--- src/rtl/sat_pkg.sv ---
// sat_pkg: literal codes, reader state and clause-beat types
// shared by the clause reader, the popcount helper and the bin loader
package sat_pkg;

  localparam logic [1:0] LIT_NONE = 2'd0;
  localparam logic [1:0] LIT_POS  = 2'd1;
  localparam logic [1:0] LIT_NEG  = 2'd2;
  localparam logic [1:0] LIT_BAD  = 2'd3;

  localparam int DEF_NUM_CLAUSES = 8;
  localparam int DEF_NUM_VARS    = 8;
  localparam int DEF_WIDTH_C_LEN = 4;

  typedef enum logic [2:0] {
    S_IDLE,
    S_ISSUE,
    S_CAPTURE,
    S_SEND,
    S_NEXT,
    S_DONE
  } rd_state_e;

  typedef struct packed {
    logic [$clog2(DEF_NUM_CLAUSES)-1:0] index;
    logic [DEF_WIDTH_C_LEN-1:0]         len;
    logic [2*DEF_NUM_VARS-1:0]          lits;
  } clause_beat_t;

endpackage

--- src/rtl/lit_popcount.sv ---
// lit_popcount: counts nonzero literal codes and flags illegal code 3
// ports: lits_i literal vector, len_o nonzero count, bad_o any code 3
module lit_popcount
  import sat_pkg::*;
#(
  parameter int NUM_VARS    = DEF_NUM_VARS,
  parameter int WIDTH_C_LEN = DEF_WIDTH_C_LEN
) (
  input  logic [NUM_VARS*2-1:0]  lits_i,
  output logic [WIDTH_C_LEN-1:0] len_o,
  output logic                   bad_o
);

  always_comb begin
    len_o = '0;
    bad_o = 1'b0;
    for (int i = 0; i < NUM_VARS; i++) begin
      unique case (lits_i[2*i +: 2])
        LIT_NONE: ;
        LIT_POS,
        LIT_NEG: len_o = len_o + WIDTH_C_LEN'(1);
        LIT_BAD: begin
          // illegal codes still occupy a literal slot
          len_o = len_o + WIDTH_C_LEN'(1);
          bad_o = 1'b1;
        end
        default: ;
      endcase
    end
  end

endmodule

--- src/rtl/clause_array_reader.sv ---
// clause_array_reader: drains clause slots one by one to a valid/ready sink
// ports: start_i/busy_o/done_o control, rd_o/clause_i array side, out_* beat
module clause_array_reader
  import sat_pkg::*;
#(
  parameter int NUM_CLAUSES = DEF_NUM_CLAUSES,
  parameter int NUM_VARS    = DEF_NUM_VARS,
  parameter int WIDTH_C_LEN = DEF_WIDTH_C_LEN,
  parameter int SKIP_EMPTY  = 1
) (
  input  logic                             clk,
  input  logic                             rst,
  input  logic                             start_i,
  output logic [NUM_CLAUSES-1:0]           rd_o,
  input  logic [NUM_VARS*2-1:0]            clause_i,
  output logic                             out_valid_o,
  input  logic                             out_ready_i,
  output logic [$clog2(NUM_CLAUSES)-1:0]   out_index_o,
  output logic [WIDTH_C_LEN-1:0]           out_len_o,
  output logic [NUM_VARS*2-1:0]            out_clause_o,
  output logic                             busy_o,
  output logic                             done_o,
  output logic [$clog2(NUM_CLAUSES+1)-1:0] count_o,
  output logic                             err_o
);

  localparam int IW = $clog2(NUM_CLAUSES);
  localparam int CW = $clog2(NUM_CLAUSES + 1);

  rd_state_e              state_q;
  logic [IW-1:0]          idx_q;
  logic [IW-1:0]          idx_nx;
  logic [NUM_CLAUSES-1:0] rd_q;
  logic [NUM_VARS*2-1:0]  lits_q;
  logic [IW-1:0]          index_q;
  logic [WIDTH_C_LEN-1:0] len_q;
  logic                   valid_q;
  logic                   busy_q;
  logic                   done_q;
  logic [CW-1:0]          count_q;
  logic                   err_q;

  logic [WIDTH_C_LEN-1:0] pc_len;
  logic                   pc_bad;

  lit_popcount #(
    .NUM_VARS   (NUM_VARS),
    .WIDTH_C_LEN(WIDTH_C_LEN)
  ) u_pc (
    .lits_i(clause_i),
    .len_o (pc_len),
    .bad_o (pc_bad)
  );

  assign idx_nx = idx_q + IW'(1);

  always_ff @(posedge clk or negedge rst) begin
    if (!rst) begin
      state_q <= S_IDLE;
      idx_q   <= '0;
      rd_q    <= '0;
      lits_q  <= '0;
      index_q <= '0;
      len_q   <= '0;
      valid_q <= 1'b0;
      busy_q  <= 1'b0;
      done_q  <= 1'b0;
      count_q <= '0;
      err_q   <= 1'b0;
    end else begin
      done_q <= 1'b0;
      unique case (state_q)
        S_IDLE: begin
          if (start_i) begin
            state_q <= S_ISSUE;
            busy_q  <= 1'b1;
            idx_q   <= '0;
            count_q <= '0;
            err_q   <= 1'b0;
            rd_q    <= NUM_CLAUSES'(1);
          end
        end
        S_ISSUE: begin
          rd_q    <= '0;
          state_q <= S_CAPTURE;
        end
        S_CAPTURE: begin
          // array data arrives one cycle after the select
          lits_q  <= clause_i;
          index_q <= idx_q;
          len_q   <= pc_len;
          err_q   <= err_q | pc_bad;
          if (SKIP_EMPTY != 0 && pc_len == '0) begin
            state_q <= S_NEXT;
          end else begin
            valid_q <= 1'b1;
            state_q <= S_SEND;
          end
        end
        S_SEND: begin
          if (out_ready_i) begin
            valid_q <= 1'b0;
            count_q <= count_q + CW'(1);
            state_q <= S_NEXT;
          end
        end
        S_NEXT: begin
          if (idx_q == IW'(NUM_CLAUSES - 1)) begin
            busy_q  <= 1'b0;
            done_q  <= 1'b1;
            state_q <= S_DONE;
          end else begin
            idx_q   <= idx_nx;
            rd_q    <= NUM_CLAUSES'(1) << idx_nx;
            state_q <= S_ISSUE;
          end
        end
        S_DONE: state_q <= S_IDLE;
        default: state_q <= S_IDLE;
      endcase
    end
  end

  assign rd_o         = rd_q;
  assign out_valid_o  = valid_q;
  assign out_index_o  = index_q;
  assign out_len_o    = len_q;
  assign out_clause_o = lits_q;
  assign busy_o       = busy_q;
  assign done_o       = done_q;
  assign count_o      = count_q;
  assign err_o        = err_q;

endmodule

--- config.mk ---
export PLATFORM = sky130hd
export DESIGN_NAME = clause_array_reader
export DESIGN_NICKNAME = d
export VERILOG_FILES = /design/src/rtl/sat_pkg.sv /design/src/rtl/lit_popcount.sv /design/src/rtl/clause_array_reader.sv
export SDC_FILE = /design/constraint.sdc
export NUM_CORES = 1
export LEC_CHECK = 0
export BUFFER_PORTS_ARGS = -buffer_cell sky130_fd_sc_hd__clkbuf_2
export CORE_ASPECT_RATIO = 1.25
export CORE_UTILIZATION = 45
export CTS_BUF_LIST = sky130_fd_sc_hd__clkbuf_4 sky130_fd_sc_hd__clkbuf_8
export DETAILED_ROUTE_END_ITERATION = 8
export PLACE_DENSITY = 0.71
export SLEW_MARGIN = 20
export SYNTH_ARGS = -nofsm -noshare
export SYNTH_HDL_FRONTEND = slang
export SYNTH_SLANG_ARGS = --single-unit
--- constraint.sdc ---
create_clock -name clk -period 2.05 [get_ports clk]
set_input_delay 0.41 -clock clk [delete_from_list [all_inputs] [get_ports clk]]
set_output_delay 0.41 -clock clk [all_outputs]
set_load 0.05 [all_outputs]
* Word-level counts from Yosys, hierarchy flattened
Index checks and enable logic that the tools add are counted.
** Word-level totals
- Output and inout port bits :: 39
- Logic and storage cells :: 118
- Flip-flop bits (word level) :: 45
- Input port bits :: 20
** Cells by class
- Add/sub/neg operators :: 9
- Mux-type cells :: 40
- Shift operators :: 1
- Eq/ne operators :: 34
- Bitwise operators :: 1
- Reductions and logical operators :: 22
** Operators with widths (count)
- $mux W4 :: 9
- $eq A2 B2 Y1 const B :: 16
- $add A4 B1 Y4 const B :: 7
- $pmux W8 S3 :: 1
- $reduce_or A3 Y1 :: 8
- $mux W3 :: 6
- $eq A2 B1 Y1 const B :: 8
- $mux W1 :: 16
- $mux W8 :: 2
- $pmux W3 S5 :: 1
- $reduce_and A3 Y1 :: 5
- $ne A2 B2 Y1 const B :: 5
- $pmux W4 S2 :: 1
- $reduce_bool A2 Y1 :: 4
- $shl A1 B3 Y8 const A :: 1
- $eq A3 B2 Y1 const B :: 2
- $eq A3 B3 Y1 const B :: 2
- $pmux W1 S2 :: 3
- $pmux W3 S2 :: 1
- $logic_not A4 Y1 :: 1
- $reduce_and A2 Y1 :: 2
- $add A3 B1 Y3 const B :: 1
- $eq A3 B1 Y1 const B :: 1
- $logic_not A3 Y1 :: 1
- other kinds (3) :: 3

* Longest topological paths before layout
Gate-level depths: netlist (run 1).
- Depth after elaboration :: 20
- Mapped depth :: 21

* Cells and area by module
From an unflattened synthesis (run 1), not the netlist that was laid out.
** Second synthesis, totals
- Cell total of the unflattened synthesis :: 256
- Area, all modules :: 2835.2 sq um
** Modules (own cells, without submodules)
- clause_array_reader :: area an instance 2143.3 sq um, times used 1, cells each 174
- lit_popcount :: area an instance 691.9 sq um, times used 1, cells each 82

* Worst setup path before layout (run 1)
Ideal clock, no wire load.
- Path type :: input to register
- Start point :: in clause_i[3]
- End point :: reg state_q[0]
- Arrival time :: 4.620 ns
- Required time :: 1.913 ns
- Setup time :: 0.137 ns
- Stages :: 21
- Setup slack :: -2.707 ns
- Cells stage by stage :: or2_2 > inv_1 > ha_1 > or3_2 > and2_1 > ha_1 > mux2_2 > ha_1 > o21ai_0 > nand3b_1 > ha_1 > o22ai_2 > inv_1 > ha_1 > o21ai_0 > o31ai_2 > ha_1 > nor2b_1 > nand3_1 > a211oi_2 > a21oi_1
** On the way
- Cells in the longest elaborated chain, start to end :: 18
- Elaborated cells on any way between the ends :: 20
- Those cells by class :: 6 x add/sub; 3 x eq/ne; 9 x mux; 2 x reduce/logical
** Ends and longest elaborated chain
- start, declared :: RTL line clause_array_reader.sv:15 : input logic [NUM_VARS*2-1:0] clause_i,
- $eq A2 B1 Y1 / $eq A2 B2 Y1 (equally long branches) :: RTL line lit_popcount.sv:18 : unique case (lits_i[2*i +: 2])
- $reduce_or A3 Y1 (no line) *
- $mux W4 *
- $add A4 B1 Y4 :: RTL line lit_popcount.sv:21, lit_popcount.sv:24
- $mux W4 *
- $add A4 B1 Y4 :: RTL line lit_popcount.sv:21, lit_popcount.sv:24
- $mux W4 *
- $add A4 B1 Y4 :: RTL line lit_popcount.sv:21, lit_popcount.sv:24
- [... 2 more ...]
- $mux W4 *
- $add A4 B1 Y4 :: RTL line lit_popcount.sv:21, lit_popcount.sv:24
- $mux W4 *
- $add A4 B1 Y4 :: RTL line lit_popcount.sv:21, lit_popcount.sv:24
- $mux W4 *
- $logic_not A4 Y1 * :: RTL line clause_array_reader.sv:93 : if (SKIP_EMPTY != 0 && pc_len == '0) begin
- $mux W3 * :: RTL line clause_array_reader.sv:93
- $pmux W3 S5 * :: RTL line clause_array_reader.sv:72 : unique case (state_q)
- end signal, assigned :: RTL line clause_array_reader.sv:75 : state_q <= S_ISSUE;
- end signal, assigned :: RTL line clause_array_reader.sv:94 : state_q <= S_NEXT;
- end signal, assigned :: RTL line clause_array_reader.sv:97 : state_q <= S_SEND;
- end, declared :: RTL line clause_array_reader.sv:30 : rd_state_e state_q;
Mark *: on every way between the ends. The rest lies on a longest branch, timed or not.
A chain may end at the register's enable or synchronous reset.

* Final worst setup path (run 1)
- Start point :: in clause_i[3]
- End point :: reg state_q[2]
Same word-level chain as after synthesis.

==> impl_metrics.csv, run 1 <==
group,metric,value,unit
cells_and_area,diodes,0,
timing,fmax,247,MHz
logic_synthesis,synth_top_area_share,0.439,
logic_synthesis,synth.avg_cell_area,9.00,um2
logic_synthesis,synth-edff-count,0,
timing,rsz0062_at_grt,"true",
timing,max_slew.worst_pin.slew,464,ps
logic_synthesis,ys_seq_area_frac,0.439,
timing,finalHoldViolations,0,
critical_path,cp_data_required_time,2240,ps
critical_path,critPathCaptureType,"flip-flop",
placed_design,place.gp.congestion,0.832,
clocking,cts.path.max_buffers,2,
timing,setup_viol,8,
grt,grt_max_degree,20,
logic_synthesis,netlist_top_cells_area,"dfrtp_1 44%, nand2_1 10%, ha_1 6.8%",
logic_synthesis,synthArstFlopShare,1.00,
grt,antenna_found_initial,0,
floorplan,core,5440,um2
logic_synthesis,syn_nets,319,
clocking,htreeDepth,2,
power,p_leak,0.00182,uW
min_path,hold_depth,3,
logic_synthesis,synth_ff_type,"dfrtp_1",
logic_synthesis,ys_types,48,
critical_path,r2r_slack,270,ps
critical_path,arrival,4240,ps
critical_path,r2r-end,"rd_o[1]",
critical_path,r2r-start,"idx_q[0]",
placed_design,dp_worst_setup_slack,-2400,ps
outcome,violations,"setup timing",
clocking,cts_tree,"built",
flow_run,cap_violations,0,
cells_and_area,fin_cells,459,
cells_and_area,layout_common_cells,"68 x nand2_1, 57 x clkbuf_2, 49 x buf_4",
logic_synthesis,ys_ff_latch,45,
clocking,clk_latency,300,ps
routing,num_vias,2407,
floorplan,die_w,69.5,um
floorplan,rows,30,
timing,drv_slew,0,
timing,period_minus_slack,4050,ps
timing,fin_worst_skew,5.22,ps
grt,overflow,0,
placed_design,port_buffers,58,
cells_and_area,drive_gt1_frac,0.382,
routing,routed_wl,6550,um
timing,fin_ws,-2000,ps
routing,drc,0,
critical_path,reg2regPathDepth,8,
floorplan,die_h,86.4,um
min_path,min_from,"clause_i[15]",
cells_and_area,layout_commonest_cell,"nand2_1",
routing,antenna_left,0,
power,max-vdd-ir-drop,0.000955,V
logic_synthesis,syn_area,2560,um2
floorplan,num_io_pins,59,
min_path,hold_path_class,"in -> reg",
min_path,worstHoldEndpoint,"out_clause_o[15]",
routing,avgRoutedWirePerCell,14.3,um
clocking,cts_buffers,5,
routing,firstDrtPassIters,4,
critical_path,path_class,"in -> reg",
cells_and_area,syn2layout_area_growth,40.7,%
grt,grt_pass1_wl,10700,um
critical_path,cp_max_fo,5,
routing,drt-initial-drc-count,122,
grt,grtUsageTotal,0.225,
floorplan,die_area,6000,um2
placed_design,hpwl,5010,um
cells_and_area,nets,428,
logic_synthesis,syn_inst,285,
timing,min_period_over_period,1.98,
logic_synthesis,yosys_warnings,0,
outcome,status,"finished with violations",
logic_synthesis,synth_area_leader_cell,"dfrtp_1",
timing,max_slew_margin,0.686,
critical_path,start_kind,"input pin",
power,p_per_area,1530,nW/um2
clocking,clk_pin_slew_worst_paths,80,ps
clocking,root_buffer,"clkbuf_8",
placed_design,dp_cells,447,
floorplan,start_util,0.471,
routing,vias_per_cell,5.24,
clocking,clock-sinks,45,
grt,grt_pass1_vias,2388,
[worst max-delay path, stage by stage]
cell and delay, ps:
buf_6 90, or2_4 250, inv_2 60, ha_4 190, or3_4 330, and2_4 170
ha_4 210, mux2_4 270, ha_4 210, o21ai_2 60, nand3b_1 100, ha_1 300
o22ai_2 230, inv_2 70, ha_4 280, o21ai_4 50, o31ai_4 80, buf_4 180
nand4_1 150, xnor2_2 240, a211o_1 320
[metrics by stage]
step	hold WS [ps]	util	area (um2)	setup TNS [ps]	total power, uW
CTS	347	0.648	3530	-13220	5300
finish	355	0.663	3610	-13670	5510
floorplan	114	-	2670	-13990	3610
global placement	322	0.619	3370	-15440	4440
detailed placement	320	0.619	3370	-16410	4510
global route	350	0.663	3610	-14520	5860
[state kept, by name (all words and copies together) (netlist names)]
name,flops
out_len_o,4
done_o,1
state_q,3
out_index_o,3
err_o,1
rd_o,8
idx_q,3
out_valid_o,1
out_clause_o,16
count_o,4
busy_o,1
[per-layer routing]
metal  GRT usage  part of all wire
met4      0.0983             0.022
met3      0.0337             0.031
met5           0                 0
met2       0.424              0.55
met1       0.252              0.40
[Yosys cell counts (all sizes together) (4+ instances only)]
cell type / n
nand2: 68
dfrtp: 45
xor2: 9
inv: 19
nor2: 14
a22oi: 4
o21ai: 29
a21oi: 9
ha: 14
nand4: 4
clkbuf: 8
xnor2: 5
nor2b: 5
nand3: 12
[area by class of cell]
| class | count | area (um2) |
|---|---|---|
| Timing Repair Buffer | 113 | 731 |
| Inverter | 19 | 71.3 |
| Multi-Input combinational cell | 210 | 1480 |
| Sequential cell | 45 | 1130 |
| Tap cell | 64 | 80.1 |
| Clock inverter | 1 | 30.0 |
| Fill cell | 438 | 1840 |
| Clock buffer | 7 | 90.1 |
[what timing repair did]
| action | in CTS | in global routing |
|---|---|---|
| endpoints found under the setup margin | 8 | 8 |
| gates resized for setup | 8 | 11 |
| buffers inserted | 1 | 3 |
| pin swaps | 5 | 13 |
| hold endpoints to repair | 12 | 0 |
| hold buffers | 1 | 0 |
[report_power, final]
part           internal (uW)  switching, uW  leakage [uW]
clock                    411            304     0.0000619
combinational           1160           2150       0.00119
sequential              1210            277      0.000572
[how the worst max path moves through the flow]
stage                     slack [ps]        start  cells after the start         end
final                          -2000  clause_i[3]                     21  state_q[2]
after global routing           -2120  clause_i[3]                     20  state_q[0]
after CTS                      -1970  clause_i[3]                     20  state_q[0]
after detailed placement       -2400  clause_i[3]                     22  state_q[2]
after global placement         -2220  clause_i[3]                     22  state_q[0]
after floorplan                -2140  clause_i[3]                     19  state_q[0]
[kinds of logic (layout without fill, tap and decap cells)]
family | Yosys count | after routing | synth area share
XOR/XNOR | 17 | 17 | 0.0752
flip-flops | 45 | 45 | 0.439
buffers and inverters | 30 | 140 | 0.0469
adder cells (fa/ha/maj) | 14 | 14 | 0.0683
AO/OA/AOI/OAI | 62 | 62 | 0.161
multiplexers | 1 | 1 | 0.00439
AND/OR/NAND/NOR | 116 | 116 | 0.205
(Power assumes the default switching activity.)
==> inputs of run 2 (changes only) <==
--- a/config.mk
+++ b/config.mk
@@ -10,7 +10,9 @@
 export CORE_UTILIZATION = 45
 export CTS_BUF_LIST = sky130_fd_sc_hd__clkbuf_4 sky130_fd_sc_hd__clkbuf_8
 export DETAILED_ROUTE_END_ITERATION = 8
+export GPL_ROUTABILITY_DRIVEN = 0
 export PLACE_DENSITY = 0.71
+export SETUP_SLACK_MARGIN = 0.15
 export SLEW_MARGIN = 20
 export SYNTH_ARGS = -nofsm -noshare
 export SYNTH_HDL_FRONTEND = slang
==> run 2 against run 1 <==
  * The run still ends with setup timing left
  * Maximum frequency grew 0.43%
  * Clock skew down 1.5 ps
  * First-iteration DRC count fell by 24%
  * Worst setup slack improved by 17 ps
  * Critical path type unchanged
  * Cell area down 1.1%
  * Final cell count down 0.22%
  * Combinational power is 2% lower
  * Non-clock buffer count shrank 1
  * Die area unchanged
  * Global-route usage rose by 0.94 points
  * Sequential share of layout area up 0.35 points
  * Sequential power is essentially flat
==> impl_metrics.csv, run 2 (same netlist as run 1, synthesis figures left out) <==
group,metric,value,unit
clocking,cts_tree,"built",
floorplan,start_util,0.471,
placed_design,hpwl,4930,um
clocking,htreeDepth,2,
cells_and_area,drive_gt1_frac,0.388,
routing,num_vias,2393,
routing,drt-initial-drc-count,93,
outcome,status,"finished with violations",
placed_design,dp_cells,445,
clocking,cts.path.max_buffers,2,
power,power_frac_seq,0.279,
clocking,cts_buffers,5,
grt,grtUsageTotal,0.235,
critical_path,cp_data_required_time,2240,ps
clocking,clk_latency,300,ps
power,p_leak,0.00181,uW
clocking,root_buffer,"clkbuf_8",
grt,antenna_found_initial,0,
cells_and_area,layout_commonest_cell,"nand2_1",
critical_path,cp_max_fo,4,
cells_and_area,layout_common_cells,"68 x nand2_1, 57 x clkbuf_2, 49 x buf_4",
routing,antenna_left,0,
cells_and_area,diodes,0,
routing,dr.max_layer_used,"met4",
grt,grt_pass1_wl,11100,um
grt,grt_pass1_vias,2451,
routing,drc,0,
timing,max_slew.worst_pin.slew,576,ps
routing,wl_met3,250,um
clocking,clock-sinks,45,
floorplan,die_w,69.5,um
outcome,violations,"setup timing",
critical_path,start_kind,"input pin",
cells_and_area,nets,427,
floorplan,num_io_pins,59,
timing,tns,-13370,ps
min_path,hold_path_class,"in -> async",
critical_path,critPathCaptureType,"flip-flop",
floorplan,die_h,86.4,um
timing,drv_slew,0,
grt,grt_max_degree,46,
timing,min_period_over_period,1.97,
cells_and_area,final_cell_area,3570,um2
cells_and_area,largest_reg_flops,16,
grt,overflow,0,
power,max-vdd-ir-drop,0.00111,V
power,power_switching,2710,uW
routing,drt-met1-wl,2560,um
flow_run,cap_violations,0,
timing,fmax,248,MHz
critical_path,path_class,"in -> reg",
routing,avgRoutedWirePerCell,14.0,um
clocking,clk_pin_slew_worst_paths,80,ps
routing,firstDrtPassIters,4,
timing,fin_ws,-1980,ps
floorplan,die_area,6000,um2
timing,setup_viol,8,
cells_and_area,final_util,0.655,
cells_and_area,fin_cells,458,
floorplan,core,5440,um2
power,comb_power_share,0.613,
routing,vias_per_cell,5.22,
timing,period_minus_slack,4030,ps
power,p_sw_frac,0.510,
timing,rsz0062_at_grt,"true",
placed_design,place_area,3360,um2
placed_design,port_buffers,58,
critical_path,arrival,4220,ps
timing,fin_hold_ws,185,ps
clocking,ctsHoldBuffers,0,
routing,wl_met2,3440,um
power,p_int,2600,uW
cells_and_area,syn2layout_area_growth,39.1,%
timing,fin_worst_skew,3.69,ps
timing,finalHoldViolations,0,
floorplan,rows,30,
routing,routed_wl,6430,um
power,p_per_area,1490,nW/um2
timing,max_slew_margin,0.616,
power,clkPwrFrac,0.108,
[run 2: cell types whose count changed in the layout (fill, tap and decap cells not counted), moves of 2 or more]
cell,before,now
nor2_1,14,12
nor2_2,0,2
xnor2_1,4,2
xnor2_2,1,3
[run 2: per-layer routing]
metal | up-vias | track usage
met2 | 65 | 0.456
li1 | 1186 | -
met1 | 1127 | 0.255
met3 | 15 | 0.0291
met5 | - | 0
met4 | 0 | 0.100
[run 2: final cells by class]
cell class,count,area (um2)
well taps,64,80.1
repair buffers,112,721
clock buffers,7,83.8
flip-flops and latches,45,1130
fillers,435,1880
inverters,19,71.3
multi-input cells,210,1480
clock inverters,1,7.51
[run 2: repair_timing]
item | 4_1_cts | 5_1_grt
setup buffers | 4 | 1
gates resized for setup | 11 | 7
setup endpoints to repair | 8 | 8
pin swaps | 7 | 4
cloned | 0 | 0
[run 2: path summary, 6_finish.rpt]
| check | startpoint | endpoint | slack, ps | cells past startpoint |
|---|---|---|---|---|
| hold reg to reg | out_index_o[2] | out_index_o[2] | 490 | 2 |
| setup reg to reg | idx_q[0] | rd_o[2] | 370 | 8 |
| max in group asynchronous | rst | done_o | 1470 | 2 |
| min in group clk | clause_i[15] | out_clause_o[15] | 340 | 3 |
| hold / removal | rst | out_clause_o[2] | 190 | 2 |
| setup / recovery | clause_i[3] | state_q[0] | -1980 | 20 |
[run 2: power by group through the flow]
stage | Combinational [uW] | Clock (uW) | Sequential (uW)
floorplan | 1320 | 0 | 2300
global placement | 2960 | 0 | 1480
detailed placement | 3050 | 0 | 1480
CTS | 3180 | 588 | 1480
global route | 3550 | 606 | 1520
finish | 3260 | 573 | 1480
[run 2: through the flow]
step                power (uW)  setup slack, ps
detailed placement        4530            -2410
floorplan                 3620            -2140
global placement          4440            -2230
CTS                       5240            -1960
finish                    5310            -1980
global route              5680            -2100
[run 2: worst max-delay path: stages]
cell	delay (ps)
buf_6	90
or2_4	240
inv_2	60
ha_4	190
or3_4	330
and2_4	180
ha_4	210
mux2_4	270
ha_4	210
o21ai_2	60
nand3b_1	100
ha_1	310
o22ai_2	170
inv_2	70
ha_4	160
o21ai_2	50
xor3_2	310
or4_4	470
a211oi_2	250
a21oi_1	90
==> inputs of run 3 (changes only) <==
--- a/config.mk
+++ b/config.mk
@@ -5,6 +5,7 @@
 export SDC_FILE = /design/constraint.sdc
 export NUM_CORES = 1
 export LEC_CHECK = 0
+export ABC_AREA = 1
 export BUFFER_PORTS_ARGS = -buffer_cell sky130_fd_sc_hd__clkbuf_2
 export CORE_ASPECT_RATIO = 1.25
 export CORE_UTILIZATION = 45
==> run 3 against run 2 <==
  * The flow still finishes with violations (setup timing)
  * Via count rose by 15%
  * Register-to-register slack got worse by 100 ps
  * Critical path depth up 10
  * Hold slack improved by 2.4 ps
  * Synthesized cell count is 22% higher
  * Final cell count up 18%
  * Worst setup slack better by 340 ps
  * Cell area grew 8.6%
  * Sequential share of layout area is 2.5 points lower
  * Core utilization rose by 5.2 points
  * Maximum frequency up 9.3%
  * First-iteration DRC count is 76% higher
  * Largest cell class unchanged
  * Highest routed layer unchanged
==> impl_metrics.csv, run 3 <==
group,metric,value,unit
outcome,status,"finished with violations",
outcome,violations,"setup timing",
clocking,clk_latency,300,ps
grt,antenna_found_initial,0,
clocking,clk_pin_slew_worst_paths,80,ps
logic_synthesis,syn_nets,382,
logic_synthesis,syn_inst,348,
logic_synthesis,ys_ff_latch,45,
grt,grt_pass1_wl,11200,um
clocking,ctsHoldBuffers,0,
min_path,hold_path_class,"in -> async",
logic_synthesis,ys_top_cells_by_count,"129 x nand2_1, 45 x dfrtp_1, 42 x inv_1",
power,power_switching,2680,uW
critical_path,r2r_slack,270,ps
routing,dr.max_layer_used,"met4",
timing,setup_viol,8,
logic_synthesis,ys_seq_area_frac,0.437,
clocking,htreeDepth,2,
power,p_per_area,1340,nW/um2
power,power_frac_seq,0.270,
timing,max_slew.worst_pin.slew,1010,ps
routing,drt-met1-wl,2810,um
cells_and_area,layout_common_cells,"112 x nand2_1, 54 x clkbuf_2, 51 x buf_4",
grt,grt_max_degree,46,
routing,antenna_left,0,
critical_path,critPathBufInv,5,
timing,min_period_over_period,1.80,
logic_synthesis,netlist_top_cells_area,"dfrtp_1 44%, nand2_1 19%, ha_1 6.8%",
routing,routed_wl,7590,um
power,max-vdd-ir-drop,0.000534,V
critical_path,arrival,3870,ps
power,p_int,2500,uW
routing,drt-initial-drc-count,164,
logic_synthesis,syn_area,2580,um2
placed_design,hpwl,4610,um
timing,finalHoldViolations,0,
routing,drc,0,
power,p_leak,0.00209,uW
floorplan,num_io_pins,59,
logic_synthesis,ys_types,27,
cells_and_area,syn2layout_area_growth,50.3,%
critical_path,critPathCaptureType,"flip-flop",
routing,vias_per_cell,5.11,
critical_path,crit_path_top_delay_cell,"ha_1",
routing,wl_met2,4110,um
power,p_sw_frac,0.517,
logic_synthesis,synth_area_leader_cell,"dfrtp_1",
cells_and_area,fin_cells,540,
critical_path,start_kind,"input pin",
logic_synthesis,synth-edff-count,0,
timing,period_minus_slack,3690,ps
timing,fin_hold_ws,188,ps
grt,grt_pass1_vias,2600,
clocking,root_buffer,"clkbuf_8",
critical_path,cpMostUsedCell,"nand2_4",
logic_synthesis,synth_top_area_share,0.437,
clocking,cts_buffers,5,
cells_and_area,final_cell_area,3870,um2
cells_and_area,largest_reg_flops,16,
placed_design,port_buffers,58,
floorplan,core,5480,um2
logic_synthesis,synth_most_common_cell,"nand2_1",
power,clkPwrFrac,0.109,
critical_path,cp_data_required_time,2230,ps
placed_design,place_area,3260,um2
grt,overflow,0,
critical_path,path_class,"in -> reg",
clocking,clock-sinks,45,
cells_and_area,layout_commonest_cell,"nand2_1",
floorplan,start_util,0.471,
timing,drv_slew,0,
clocking,cts_tree,"built",
routing,avgRoutedWirePerCell,14.1,um
power,power,5190,uW
placed_design,dp_cells,502,
cells_and_area,diodes,0,
grt,grtUsageTotal,0.232,
floorplan,die_w,69.7,um
floorplan,rows,30,
timing,max_slew_margin,0.328,
routing,firstDrtPassIters,4,
routing,num_vias,2759,
power,comb_power_share,0.622,
floorplan,die_h,86.6,um
floorplan,die_area,6040,um2
critical_path,crit_family,"simple AND/OR/NAND/NOR gates",
logic_synthesis,yosys_warnings,0,
critical_path,cp_max_fo,3,
timing,fin_ws,-1640,ps
cells_and_area,nets,510,
flow_run,cap_violations,0,
cells_and_area,drive_gt1_frac,0.431,
timing,fmax,271,MHz
logic_synthesis,synth.avg_cell_area,7.41,um2
critical_path,max_stage_delay,280,ps
timing,rsz0062_at_grt,"true",
timing,fin_worst_skew,5.03,ps
clocking,cts.path.max_buffers,2,
logic_synthesis,synthArstFlopShare,1.00,
logic_synthesis,synth_ff_type,"dfrtp_1",
routing,wl_met3,258,um
-- run 3: cell families (layout without fill, tap and decap cells) --
group / count (synthesis) / after routing / share of synthesized area
AND/OR/NAND/NOR: 203 / 203 / 0.344
buffers and inverters: 50 / 178 / 0.0733
flip-flops: 45 / 45 / 0.437
AO/OA/AOI/OAI: 35 / 35 / 0.0747
adder cells (fa/ha/maj): 14 / 14 / 0.0679
XOR/XNOR: 1 / 1 / 0.00340
-- run 3: path summary, 6_finish.rpt --
kind / start / to / depth (start not counted)
min: rst / rd_o[7] / 2
max in group asynchronous: rst / out_clause_o[14] / 2
max reg2reg: state_q[0] / rd_o[3] / 9
max: clause_i[2] / state_q[1] / 30
min reg2reg: out_clause_o[12] / out_clause_o[12] / 2
min in group clk: clause_i[15] / out_clause_o[15] / 3
-- run 3: metrics by stage --
step                      worst slack, ps  TNS (ps)   util
final                               -1640    -11360  0.707
after detailed placement            -2060    -14000  0.595
after CTS                           -1640    -11240  0.664
after global placement              -1910    -13010  0.595
after global routing                -1790    -12480  0.707
after floorplan                     -1700    -10900      -
-- run 3: power groups by stage --
stage          combinational (uW)  clock, uW  sequential, uW
2_1_floorplan                1070          0            2270
3_3_place_gp                 2610          0            1400
3_5_place_dp                 2660          0            1410
4_1_cts                      2880        582            1390
5_1_grt                      3480        613            1430
6_report                     3220        565            1400
-- run 3: repair_timing --
item	CTS	global route
pin swaps	22	26
setup endpoints to repair	8	17
gates cloned	0	1
setup buffers	25	5
resized for setup	24	54
-- run 3: area by class of cell --
type,count,area (um2)
Multi-Input combinational cell,253,1520
Inverter,45,174
Sequential cell,45,1130
Clock buffer,7,90.1
Timing Repair Buffer,126,890
Fill cell,420,1610
Tap cell,64,80.1
-- run 3: routing by layer --
| layer | vias up | GRT usage |
|---|---|---|
| met2 | 73 | 0.441 |
| met3 | 32 | 0.0395 |
| met4 | 0 | 0.109 |
| met1 | 1310 | 0.250 |
| li1 | 1344 | - |
| met5 | - | 0 |
